<file path="src/rtl/tlp_rd_pkg.sv">
// Shared definitions for the PCIe read-request path: MRRS decode, 4 KB
// boundary constant, descriptor field widths and splitter state encoding.
package tlp_rd_pkg;

    // Width of the PCIe TLP length field (1024 DW encodes as 0)
    localparam int unsigned TLP_LEN_WIDTH = 10;

    // Chunk arithmetic width: holds 1..1024 DW
    localparam int unsigned CHUNK_WIDTH = 11;

    // DW count between 4 KB boundaries
    localparam logic [CHUNK_WIDTH-1:0] BOUNDARY_DW = 11'd1024;

    // MRRS decode: 32 DW << n, codes above 5 clamp to 5 (4 KB)
    localparam logic [2:0]             MRRS_MAX_CODE = 3'd5;
    localparam logic [CHUNK_WIDTH-1:0] MRRS_BASE_DW  = 11'd32;

    typedef enum logic {
        ST_IDLE  = 1'b0,
        ST_SPLIT = 1'b1
    } split_state_t;

    function automatic logic [CHUNK_WIDTH-1:0] mrrs_to_dw(input logic [2:0] code);
        logic [2:0] n;
        n = (code > MRRS_MAX_CODE) ? MRRS_MAX_CODE : code;
        return MRRS_BASE_DW << n;
    endfunction

endpackage

</file>
<file path="src/rtl/tlp_tag_pool.sv">
// Tag pool: busy vector, lowest-free selection, outstanding counter and
// the sticky error for releasing a tag that is not busy.
module tlp_tag_pool #(
    parameter int unsigned C_TAG_WIDTH = 5
) (
    input  logic                   clk,
    input  logic                   rst_n,
    input  logic                   i_alloc,
    input  logic [C_TAG_WIDTH-1:0] i_alloc_tag,
    input  logic                   i_free_valid,
    input  logic [C_TAG_WIDTH-1:0] i_free_tag,
    output logic                   o_avail_next,
    output logic [C_TAG_WIDTH-1:0] o_free_tag_next,
    output logic [C_TAG_WIDTH:0]   o_outstanding,
    output logic                   o_err_free
);

    localparam int unsigned NTAGS = 2**C_TAG_WIDTH;

    logic [NTAGS-1:0]       r_busy;
    logic [C_TAG_WIDTH:0]   r_outstanding;
    logic                   r_err_free;
    logic                   w_free_hit;
    logic [NTAGS-1:0]       w_busy_next;
    logic                   w_avail;
    logic [C_TAG_WIDTH-1:0] w_free_tag;

    // Busy vector as it will be after this cycle's free and allocate
    always_comb begin
        w_free_hit  = i_free_valid & r_busy[i_free_tag];
        w_busy_next = r_busy;
        if (w_free_hit) begin
            w_busy_next[i_free_tag] = 1'b0;
        end
        if (i_alloc) begin
            w_busy_next[i_alloc_tag] = 1'b1;
        end
    end

    // Lowest free tag of the post-update vector, so a tag freed now is usable next cycle
    always_comb begin
        w_avail    = 1'b0;
        w_free_tag = '0;
        for (int unsigned i = 0; i < NTAGS; i++) begin
            if (!w_avail && !w_busy_next[i]) begin
                w_avail    = 1'b1;
                w_free_tag = C_TAG_WIDTH'(i);
            end
        end
    end

    // Busy vector, up/down outstanding counter and sticky bad-free flag
    always_ff @(posedge clk or negedge rst_n) begin
        if (!rst_n) begin
            r_busy        <= '0;
            r_outstanding <= '0;
            r_err_free    <= 1'b0;
        end else begin
            r_busy <= w_busy_next;
            case ({i_alloc, w_free_hit})
                2'b10:   r_outstanding <= r_outstanding + 1'b1;
                2'b01:   r_outstanding <= r_outstanding - 1'b1;
                default: r_outstanding <= r_outstanding;
            endcase
            if (i_free_valid && !r_busy[i_free_tag]) begin
                r_err_free <= 1'b1;
            end
        end
    end

    assign o_avail_next    = w_avail;
    assign o_free_tag_next = w_free_tag;
    assign o_outstanding   = r_outstanding;
    assign o_err_free      = r_err_free;

endmodule

</file>
<file path="src/rtl/tlp_rd_req_split.sv">
// Read request splitter: cuts DW-aligned read requests into Memory Read
// descriptors bounded by MRRS and 4 KB, each carrying a pool tag.
module tlp_rd_req_split
    import tlp_rd_pkg::*;
#(
    parameter int unsigned C_ADDR_WIDTH = 64,
    parameter int unsigned C_TAG_WIDTH  = 5,
    parameter int unsigned C_LEN_WIDTH  = 11
) (
    input  logic                     clk,
    input  logic                     rst_n,
    input  logic                     req_valid,
    output logic                     req_ready,
    input  logic [C_ADDR_WIDTH-1:0]  req_addr,
    input  logic [C_LEN_WIDTH-1:0]   req_len_dw,
    input  logic [2:0]               cfg_mrrs,
    output logic                     tlp_valid,
    input  logic                     tlp_ready,
    output logic [C_ADDR_WIDTH-1:0]  tlp_addr,
    output logic [TLP_LEN_WIDTH-1:0] tlp_len_dw,
    output logic [C_TAG_WIDTH-1:0]   tlp_tag,
    output logic                     tlp_last,
    input  logic                     tag_free_valid,
    input  logic [C_TAG_WIDTH-1:0]   tag_free,
    output logic [C_TAG_WIDTH:0]     outstanding,
    output logic [1:0]               err
);

    split_state_t r_state, w_state_nxt;

    // cur_addr/rem track the first DW not yet placed in a descriptor register
    logic [C_ADDR_WIDTH-1:0]  r_cur_addr;
    logic [C_LEN_WIDTH-1:0]   r_rem;
    logic [CHUNK_WIDTH-1:0]   r_mrrs_dw;
    logic                     r_tlp_valid;
    logic [C_ADDR_WIDTH-1:0]  r_tlp_addr;
    logic [TLP_LEN_WIDTH-1:0] r_tlp_len;
    logic [C_TAG_WIDTH-1:0]   r_tlp_tag;
    logic                     r_tlp_last;
    logic                     r_err_zero;

    logic                     w_hs;
    logic                     w_accept;
    logic                     w_zero_len;
    logic                     w_load;
    logic                     w_req_ready;
    logic [CHUNK_WIDTH-1:0]   w_rem_ext;
    logic [CHUNK_WIDTH-1:0]   w_bound;
    logic [CHUNK_WIDTH-1:0]   w_chunk;
    logic                     w_avail_next;
    logic [C_TAG_WIDTH-1:0]   w_free_tag_next;
    logic                     w_err_free;

    assign w_hs = r_tlp_valid & tlp_ready;

    // Chunk = min(remaining, MRRS, DW left before the next 4 KB boundary)
    always_comb begin
        w_rem_ext = CHUNK_WIDTH'(r_rem);
        w_bound   = BOUNDARY_DW - {1'b0, r_cur_addr[11:2]};
        w_chunk   = w_rem_ext;
        if (r_mrrs_dw < w_chunk) begin
            w_chunk = r_mrrs_dw;
        end
        if (w_bound < w_chunk) begin
            w_chunk = w_bound;
        end
    end

    // State register
    always_ff @(posedge clk or negedge rst_n) begin
        if (!rst_n) begin
            r_state <= ST_IDLE;
        end else begin
            r_state <= w_state_nxt;
        end
    end

    // Next state and control strobes; the next descriptor is loaded on the
    // handshake edge of the current one so issue runs at one per cycle
    always_comb begin
        w_state_nxt = r_state;
        w_req_ready = 1'b0;
        w_accept    = 1'b0;
        w_zero_len  = 1'b0;
        w_load      = 1'b0;
        case (r_state)
            ST_IDLE: begin
                w_req_ready = 1'b1;
                if (req_valid) begin
                    if (req_len_dw == '0) begin
                        w_zero_len = 1'b1;
                    end else begin
                        w_accept    = 1'b1;
                        w_state_nxt = ST_SPLIT;
                    end
                end
            end
            ST_SPLIT: begin
                if (w_hs && r_tlp_last) begin
                    w_state_nxt = ST_IDLE;
                end else if ((!r_tlp_valid || w_hs) && (r_rem != '0) && w_avail_next) begin
                    w_load = 1'b1;
                end
            end
            default: w_state_nxt = ST_IDLE;
        endcase
    end

    // Request latch, descriptor registers and zero-length error flag
    always_ff @(posedge clk or negedge rst_n) begin
        if (!rst_n) begin
            r_cur_addr  <= '0;
            r_rem       <= '0;
            r_mrrs_dw   <= '0;
            r_tlp_valid <= 1'b0;
            r_tlp_addr  <= '0;
            r_tlp_len   <= '0;
            r_tlp_tag   <= '0;
            r_tlp_last  <= 1'b0;
            r_err_zero  <= 1'b0;
        end else begin
            if (w_accept) begin
                r_cur_addr <= req_addr;
                r_rem      <= req_len_dw;
                r_mrrs_dw  <= mrrs_to_dw(cfg_mrrs);
            end
            if (w_load) begin
                r_tlp_valid <= 1'b1;
                r_tlp_addr  <= r_cur_addr;
                r_tlp_len   <= w_chunk[TLP_LEN_WIDTH-1:0];
                r_tlp_tag   <= w_free_tag_next;
                r_tlp_last  <= (w_rem_ext == w_chunk);
                r_cur_addr  <= r_cur_addr + C_ADDR_WIDTH'({w_chunk, 2'b00});
                r_rem       <= r_rem - C_LEN_WIDTH'(w_chunk);
            end else if (w_hs) begin
                r_tlp_valid <= 1'b0;
            end
            if (w_zero_len) begin
                r_err_zero <= 1'b1;
            end
        end
    end

    tlp_tag_pool #(
        .C_TAG_WIDTH (C_TAG_WIDTH)
    ) u_tag_pool (
        .clk             (clk),
        .rst_n           (rst_n),
        .i_alloc         (w_hs),
        .i_alloc_tag     (r_tlp_tag),
        .i_free_valid    (tag_free_valid),
        .i_free_tag      (tag_free),
        .o_avail_next    (w_avail_next),
        .o_free_tag_next (w_free_tag_next),
        .o_outstanding   (outstanding),
        .o_err_free      (w_err_free)
    );

    assign req_ready  = w_req_ready;
    assign tlp_valid  = r_tlp_valid;
    assign tlp_addr   = r_tlp_addr;
    assign tlp_len_dw = r_tlp_len;
    assign tlp_tag    = r_tlp_tag;
    assign tlp_last   = r_tlp_last;
    assign err        = {w_err_free, r_err_zero};

endmodule

</file>
<file path="config.mk">
export PLATFORM = sky130hd
export DESIGN_NAME = tlp_rd_req_split
export DESIGN_NICKNAME = d
export VERILOG_FILES = /design/src/rtl/tlp_rd_pkg.sv /design/src/rtl/tlp_tag_pool.sv /design/src/rtl/tlp_rd_req_split.sv
export SDC_FILE = /design/constraint.sdc
export NUM_CORES = 1
export LEC_CHECK = 0
export ABC_AREA = 1
export CORE_ASPECT_RATIO = 1.4
export CORE_UTILIZATION = 35
export CTS_CLUSTER_DIAMETER = 60
export CTS_CLUSTER_SIZE = 10
export DETAILED_ROUTE_END_ITERATION = 10
export PLACE_DENSITY = 0.56
export SYNTH_ARGS = -nofsm -noshare
export SYNTH_HDL_FRONTEND = slang
export SYNTH_HIERARCHICAL = 1
export SYNTH_SLANG_ARGS = --single-unit
</file>
<file path="constraint.sdc">
create_clock -name clk -period 6.8 [get_ports clk]
set_input_delay 1.36 -clock clk [delete_from_list [all_inputs] [get_ports clk]]
set_output_delay 1.36 -clock clk [all_outputs]
set_load 0.05 [all_outputs]
</file>
==> metrics.txt, run 1 <==
DIE HEIGHT 227 microns; total clock sinks 203; Slowest cell on crit path dfrtp_1; met3 WL 2250 microns; initial antenna violation count 0; Fin Clk Skew 0.0142 ns; status finished, final reports clean; Num CTS Buffers 26; first-pass GRT wire length 66,800 microns; Core Area 35,700 sq um; CP max stage delay 0.43 ns; worst r2r dst r_cur_addr[50]; die area 36,900 sq um; # port buffers 177; Yosys reg bits 203; fin. max-slew vios 0; DP Cell Count 2,341; vias after detailed routing 12.4k; detailed-route wire length 43,200 microns; Hold Startpoint u_tag_pool/o_outstanding[5]; reg2reg path depth 33; Post-synth ARST share 1.00; Post-Syn Instances 1,737; switching share of power 0.523; drt wl/cell 18.2 microns; vias per cell 5.21; worst-skew pair later-pin latency 0.53 ns; Tmin final 6.04 ns; Worst VDD drop 0.344 mV; gp weighted congestion 0.970; Hold Crit Depth 1; RSZ-0062 raised after global routing no; CTS max path bufs 3; switching pwr 5.01 mW; CP Capture Type register; Die X 163 microns; setup_tns 0 ns; worst-margin pin slew 0.841 ns; CP required 7.21 ns; # diodes 0; First DRT Iteration DRCs 972; IO Count 178; Seq/Total Area, Yosys 0.402; Final #Nets 2,041; DRC Markers 0; met2 wire length 22,200 microns; Slew HR 0.439; vias in the first global route 12.4k; Pre-antenna DRT Iters 7; worst hold endpoint u_tag_pool/o_outstanding[5]; Final WS setup 0.762 ns; pre-CTS WS 0.440 ns; Gate power share 0.642; Internal 4.57 mW; Post-CTS Setup Inserts 0; GRT Resource Usage Total 0.235; Cell Area, Synth 12,600 sq um; maxcap violations 0; DP Wirelength 32,900 microns; fin util 0.440; Setup CP Type reg2reg; Initial Util 0.354; clk root buf clkbuf_16; Min Hold Slack 0.473 ns; Static Leak 7.09 nW; slack of the worst reg-to-reg path 0.76 ns; Remaining Overflow, GRT 0; largest net degree at the start of global routing 129; synthesized net count 1,871; Worst path most repeated cell nand2_1; final hold violations 0; synthesized area per cell 7.27 sq um; Worst Path Arrival 6.45 ns; Post-synth EDFFs 0; Clock power frac 0.132; Highest Clock Rate 166 MHz; Syn. warnings 6; Layout area overhead 24.4%; clock slew at reported path FFs 0.06 ns; highest routed metal layer met4; R2R Path Start r_rem[10]; detailed-routing wirelength on met1 16,500 microns; std cell rows 82; Synth cell types 56; share of cells above drive strength 1 0.0596; power per cell area 610 nW/um^2; Tcrit/Tclk final 0.888; maximum fanout along the worst path 13; Flop pwr share 0.225; TritonCTS clock tree built; Setup Viol. Count Final 0; Main synth FF type dfrtp_1; htree depth 1; Startpoint Class register; worst hold path class reg2reg; Post-DRT Antenna Nets 0; fin cells 2,376
## critical path, delay by kind of cell (launching register included)
kind	cells	cell delay, ns
buf+inv	8	1.26
fa+ha+maj	3	1.00
simple gates	17	2.23
compound gates	5	0.97
flops	1	0.43
## cell usage after synthesis (10+ instances only)
cell	number	area, sq um
a21oi_1	47	235
buf_2	11	55.1
clkbuf_1	30	113
dfrtp_1	203	5080
ha_1	43	538
inv_1	218	818
inv_2	11	41.3
nand2_1	483	1810
nand2_2	11	68.8
nand3_1	103	515
nand3b_1	11	82.6
nand4_1	34	213
nor2_1	141	529
nor3_1	56	280
nor4_1	10	62.6
o2111ai_1	10	87.6
o211ai_1	22	165
o21a_1	12	90.1
o21ai_0	152	761
o21ai_1	15	75.1
## state kept, by name, summed over array words and instances (netlist names)
| name | count |
|---|---|
| r_cur_addr | 64 |
| r_err_zero | 1 |
| r_mrrs_dw | 6 |
| r_rem | 11 |
| r_state | 1 |
| tlp_addr | 64 |
| tlp_last | 1 |
| tlp_len_dw | 10 |
| tlp_tag | 5 |
| tlp_valid | 1 |
| u_tag_pool/o_err_free | 1 |
| u_tag_pool/o_outstanding | 6 |
| u_tag_pool/r_busy | 32 |
## cells in the final DEF (no fill, tap or decap), types with 6 or more instances in the layout
master	n
clkdlybuf4s50_1	176
o21ai_0	151
xnor2_1	6
nand3b_1	11
nand2_1	482
dfrtp_1	203
buf_4	13
nor4_1	10
ha_1	43
inv_1	217
clkbuf_16	27
o21a_1	12
o221ai_1	7
nor2_4	8
nor2_1	141
o2111ai_1	10
nor2_2	7
xor2_1	9
nand3_1	103
nor3_1	56
a31oi_1	8
nand2_2	11
a21oi_1	47
nand4_1	34
o21ai_1	16
o211ai_1	22
inv_2	12
## layer usage
metal / vias to the layer above / global-route usage
li1: 6066 / -
met1: 5799 / 0.261
met2: 412 / 0.436
met3: 101 / 0.0280
met4: 0 / 0.119
met5: - / 0
## logic make-up (layout without fill, tap and decap cells)
logic type / count (synthesis) / in the layout / share of synthesized area
simple gates: 882 / 882 / 0.311
flops: 203 / 203 / 0.402
fa+ha+maj: 46 / 46 / 0.0473
buf+inv: 286 / 463 / 0.0872
xor+xnor: 15 / 15 / 0.0104
compound gates: 305 / 305 / 0.142
## power groups by stage
stage / Sequential, mW / Clock, mW / Combinational, mW
final: 2.16 / 1.27 / 6.16
after global routing: 2.22 / 1.35 / 6.84
after CTS: 2.16 / 1.31 / 6.19
after detailed placement: 2.17 / 0 / 6.15
after global placement: 2.17 / 0 / 6.09
after floorplan: 2.84 / 0 / 3.57
## layout make-up
| class | instances | area [sq um] |
|---|---|---|
| Inverter | 233 | 875 |
| Timing Repair Buffer | 195 | 1970 |
| Clock buffer | 29 | 693 |
| Tap cell | 462 | 578 |
| Sequential cell | 203 | 5080 |
| Clock inverter | 6 | 61.3 |
| Fill cell | 3654 | 20000 |
| Multi-Input combinational cell | 1248 | 6460 |
## timing repair
| action | 4_1_cts | 5_1_grt |
|---|---|---|
| hold buffers | 0 | 0 |
| setup endpoints to repair | 0 | 9 |
| gates resized for setup | 0 | 1 |
## how the worst max path moves through the flow
| stage | start | endpoint | slack (ns) | cells after the start |
|---|---|---|---|---|
| finish | r_rem[10] | r_cur_addr[50] | 0.76 | 33 |
| global route | r_rem[10] | r_cur_addr[50] | 0.02 | 36 |
| CTS | r_rem[10] | r_cur_addr[50] | 0.58 | 31 |
| detailed placement | tag_free[0] | r_cur_addr[30] | 0.44 | 34 |
| global placement | tag_free[0] | r_cur_addr[30] | 0.58 | 34 |
| floorplan | tag_free[0] | tlp_valid | 1.63 | 33 |
## stage by stage
stage	total power [mW]	cell area, sq um
6_report	9.59	15700
5_1_grt	10.4	15700
4_1_cts	9.66	15700
3_5_place_dp	8.33	15000
3_3_place_gp	8.27	15000
2_1_floorplan	6.41	12600
Note: power is estimated with default switching activity, not from simulation.
==> run 2: changes to the inputs <==
Settings changed: CORE_MARGIN set to 4, GPL_ROUTABILITY_DRIVEN set to 0.
==> run 2 against run 1 <==
Effect of this change: clock skew rose by 0.011 ns; maximum frequency fell by 0.58%; die area increased by 6.4%; clock power shrank 7%; via count is 0.30% higher; global-route usage shrank 1.6 points; flip-flop and latch count stayed put; sequential share of layout area is 0.22 points higher; clock-buffer cell count unchanged; setup slack got worse by 0.035 ns; register-to-register slack got worse by 0.04 ns; critical path type unchanged.
==> metrics.txt, run 2 (synthesis results as in run 1) <==
Worst path most repeated cell nand2_1; DP Wirelength 33,400 microns (+1.5%); Post-CTS Setup Inserts 0 (unchanged); post-CTS sizing 0 (unchanged); Highest Clock Rate 165 MHz (-0.58%); Gate power share 0.647 (+0.005); vias per cell 5.23 (+0.43%); Post-DRT Antenna Nets 0 (unchanged); R2R Path Start r_rem[10]; initial antenna violation count 2 (+2); Static Leak 7.04 nW (-0.69%); Total Power 9.46 mW (-1.3%); FF+latch area 5080 sq um (unchanged); Worst VDD drop 0.276 mV (-20%); Slew HR 0.377 (-0.0623); TritonCTS clock tree built; htree depth 1 (unchanged); switching pwr 5.00 mW (-0.29%); Hold Buf Count CTS 0 (unchanged); Core Area 35,700 sq um (unchanged); most common cell after layout, fill and taps aside nand2_1; DIE HEIGHT 233 microns (+2.6%); Final #Nets 2,039 (-0.098%); clock slew at reported path FFs 0.06 ns (about the same); die area 39,300 sq um (+6.4%); worst hold path class reg2reg; fin. max-slew vios 0 (unchanged); Fin Clk Skew 0.0249 ns (+0.0107 ns); detailed-route wire length 43,800 microns (+1.4%); Final WS setup 0.727 ns (-0.0351 ns); RSZ-0062 raised after global routing no; switching share of power 0.528 (+0.00528); CP required 7.22 ns (about the same); crit path launch r_rem[10]; maximum fanout along the worst path 13 (unchanged); Min Hold Slack 0.474 ns (+0.000317 ns); Die X 169 microns (+3.7%); # port buffers 177 (unchanged); drt wl/cell 18.4 microns (+1.5%); pre-CTS WS 0.328 ns (-0.113 ns); Pre-antenna DRT Iters 7 (unchanged); worst r2r dst r_cur_addr[60]; setup_tns 0 ns (unchanged); Layout area overhead 23.6%; total clock sinks 203 (unchanged); vias in the first global route 12.7k (+2.1%); Num CTS Buffers 25 (-3.8%); area taken by multi-input logic gates 6460 sq um (unchanged); Slowest cell on crit path o21ai_0; Final Cell Area 15,600 sq um (-0.68%); Initial Util 0.354 (unchanged); Startpoint Class register; # diodes 0 (unchanged); fin util 0.437 (-0.00301); Clock power frac 0.125 (-0.007); IO Count 178 (unchanged); Setup CP Type reg2reg; maxcap violations 0 (unchanged); fin cells 2,373 (-0.13%); share of cells above drive strength 1 0.0570 (-0.00252); DRC Markers 0 (unchanged); Flop pwr share 0.228 (+0.003); CTS max path bufs 3 (unchanged); Area after DPL 14,900 sq um (-0.21%); Filler cells 3,712 (+1.6%); crit path to r_cur_addr[60]; Tcrit/Tclk final 0.893 (+0.00517); final hold violations 0 (unchanged); status finished, final reports clean; Worst Path Arrival 6.49 ns (+0.04 ns); Internal 4.46 mW (-2.4%); reg2reg path depth 30 (-9.1%); largest net degree at the start of global routing 80 (-38%); First DRT Iteration DRCs 875 (-10%); CP Capture Type register; power per cell area 606 nW/um^2 (-0.61%); first-pass GRT wire length 68,600 microns (+2.8%); GRT Resource Usage Total 0.219 (-0.0156); slack of the worst reg-to-reg path 0.73 ns (-0.04 ns); Remaining Overflow, GRT 0 (unchanged); std cell rows 82 (unchanged); vias after detailed routing 12.4k (+0.30%); Tmin final 6.07 ns (+0.0351 ns); clk root buf clkbuf_16; worst-skew pair later-pin latency 0.54 ns (about the same); most frequent cells in the layout nand2_1, inv_1, dfrtp_1; worst-margin pin slew 0.925 ns (+0.0837 ns); DP Cell Count 2,340 (-0.043%); Setup Viol. Count Final 0 (unchanged); CP max stage delay 0.73 ns (+0.30 ns)
run 2: worst min path at each step:
stage                                      from               endpoint  slack (ns)  cells after the start
after floorplan           u_tag_pool/o_err_free  u_tag_pool/o_err_free        0.44                      1
after global placement    u_tag_pool/o_err_free  u_tag_pool/o_err_free        0.46                      1
after detailed placement  u_tag_pool/o_err_free  u_tag_pool/o_err_free        0.47                      1
after CTS                 u_tag_pool/o_err_free  u_tag_pool/o_err_free        0.48                      1
after global routing      u_tag_pool/o_err_free  u_tag_pool/o_err_free        0.50                      1
final                     u_tag_pool/o_err_free  u_tag_pool/o_err_free        0.47                      1
run 2: layer usage:
layer | wire length [microns] | part of all wire | vias up | track usage
li1 | - | - | 6060 | -
met4 | 1930 | 0.044 | 2 | 0.0967
met1 | 16600 | 0.38 | 5874 | 0.243
met5 | 8 | 0.00018 | - | 0
met2 | 23100 | 0.53 | 381 | 0.414
met3 | 2080 | 0.047 | 98 | 0.0306
run 2: worst max-delay path: cells and delay by family, from the launching register on:
kind / cells / cell delay (ns)
simple gates: 17 / 2.08
compound gates: 5 / 1.76
fa+ha+maj: 3 / 1.04
buf+inv: 5 / 0.64
flops: 1 / 0.40
run 2: power groups by stage:
stage | registers (mW) | clock network (mW) | logic [mW]
floorplan | 2.84 | 0 | 3.57
global placement | 2.17 | 0 | 6.07
detailed placement | 2.17 | 0 | 6.13
CTS | 2.16 | 1.22 | 6.16
global route | 2.22 | 1.26 | 6.85
finish | 2.16 | 1.18 | 6.12
run 2: final cells by class:
cell class,count,area share
Clock buffer,29,0.0417
Clock inverter,4,0.00176
Tap cell,462,0.0370
Inverter,233,0.0560
Timing Repair Buffer,194,0.124
Multi-Input combinational cell,1248,0.414
Sequential cell,203,0.325
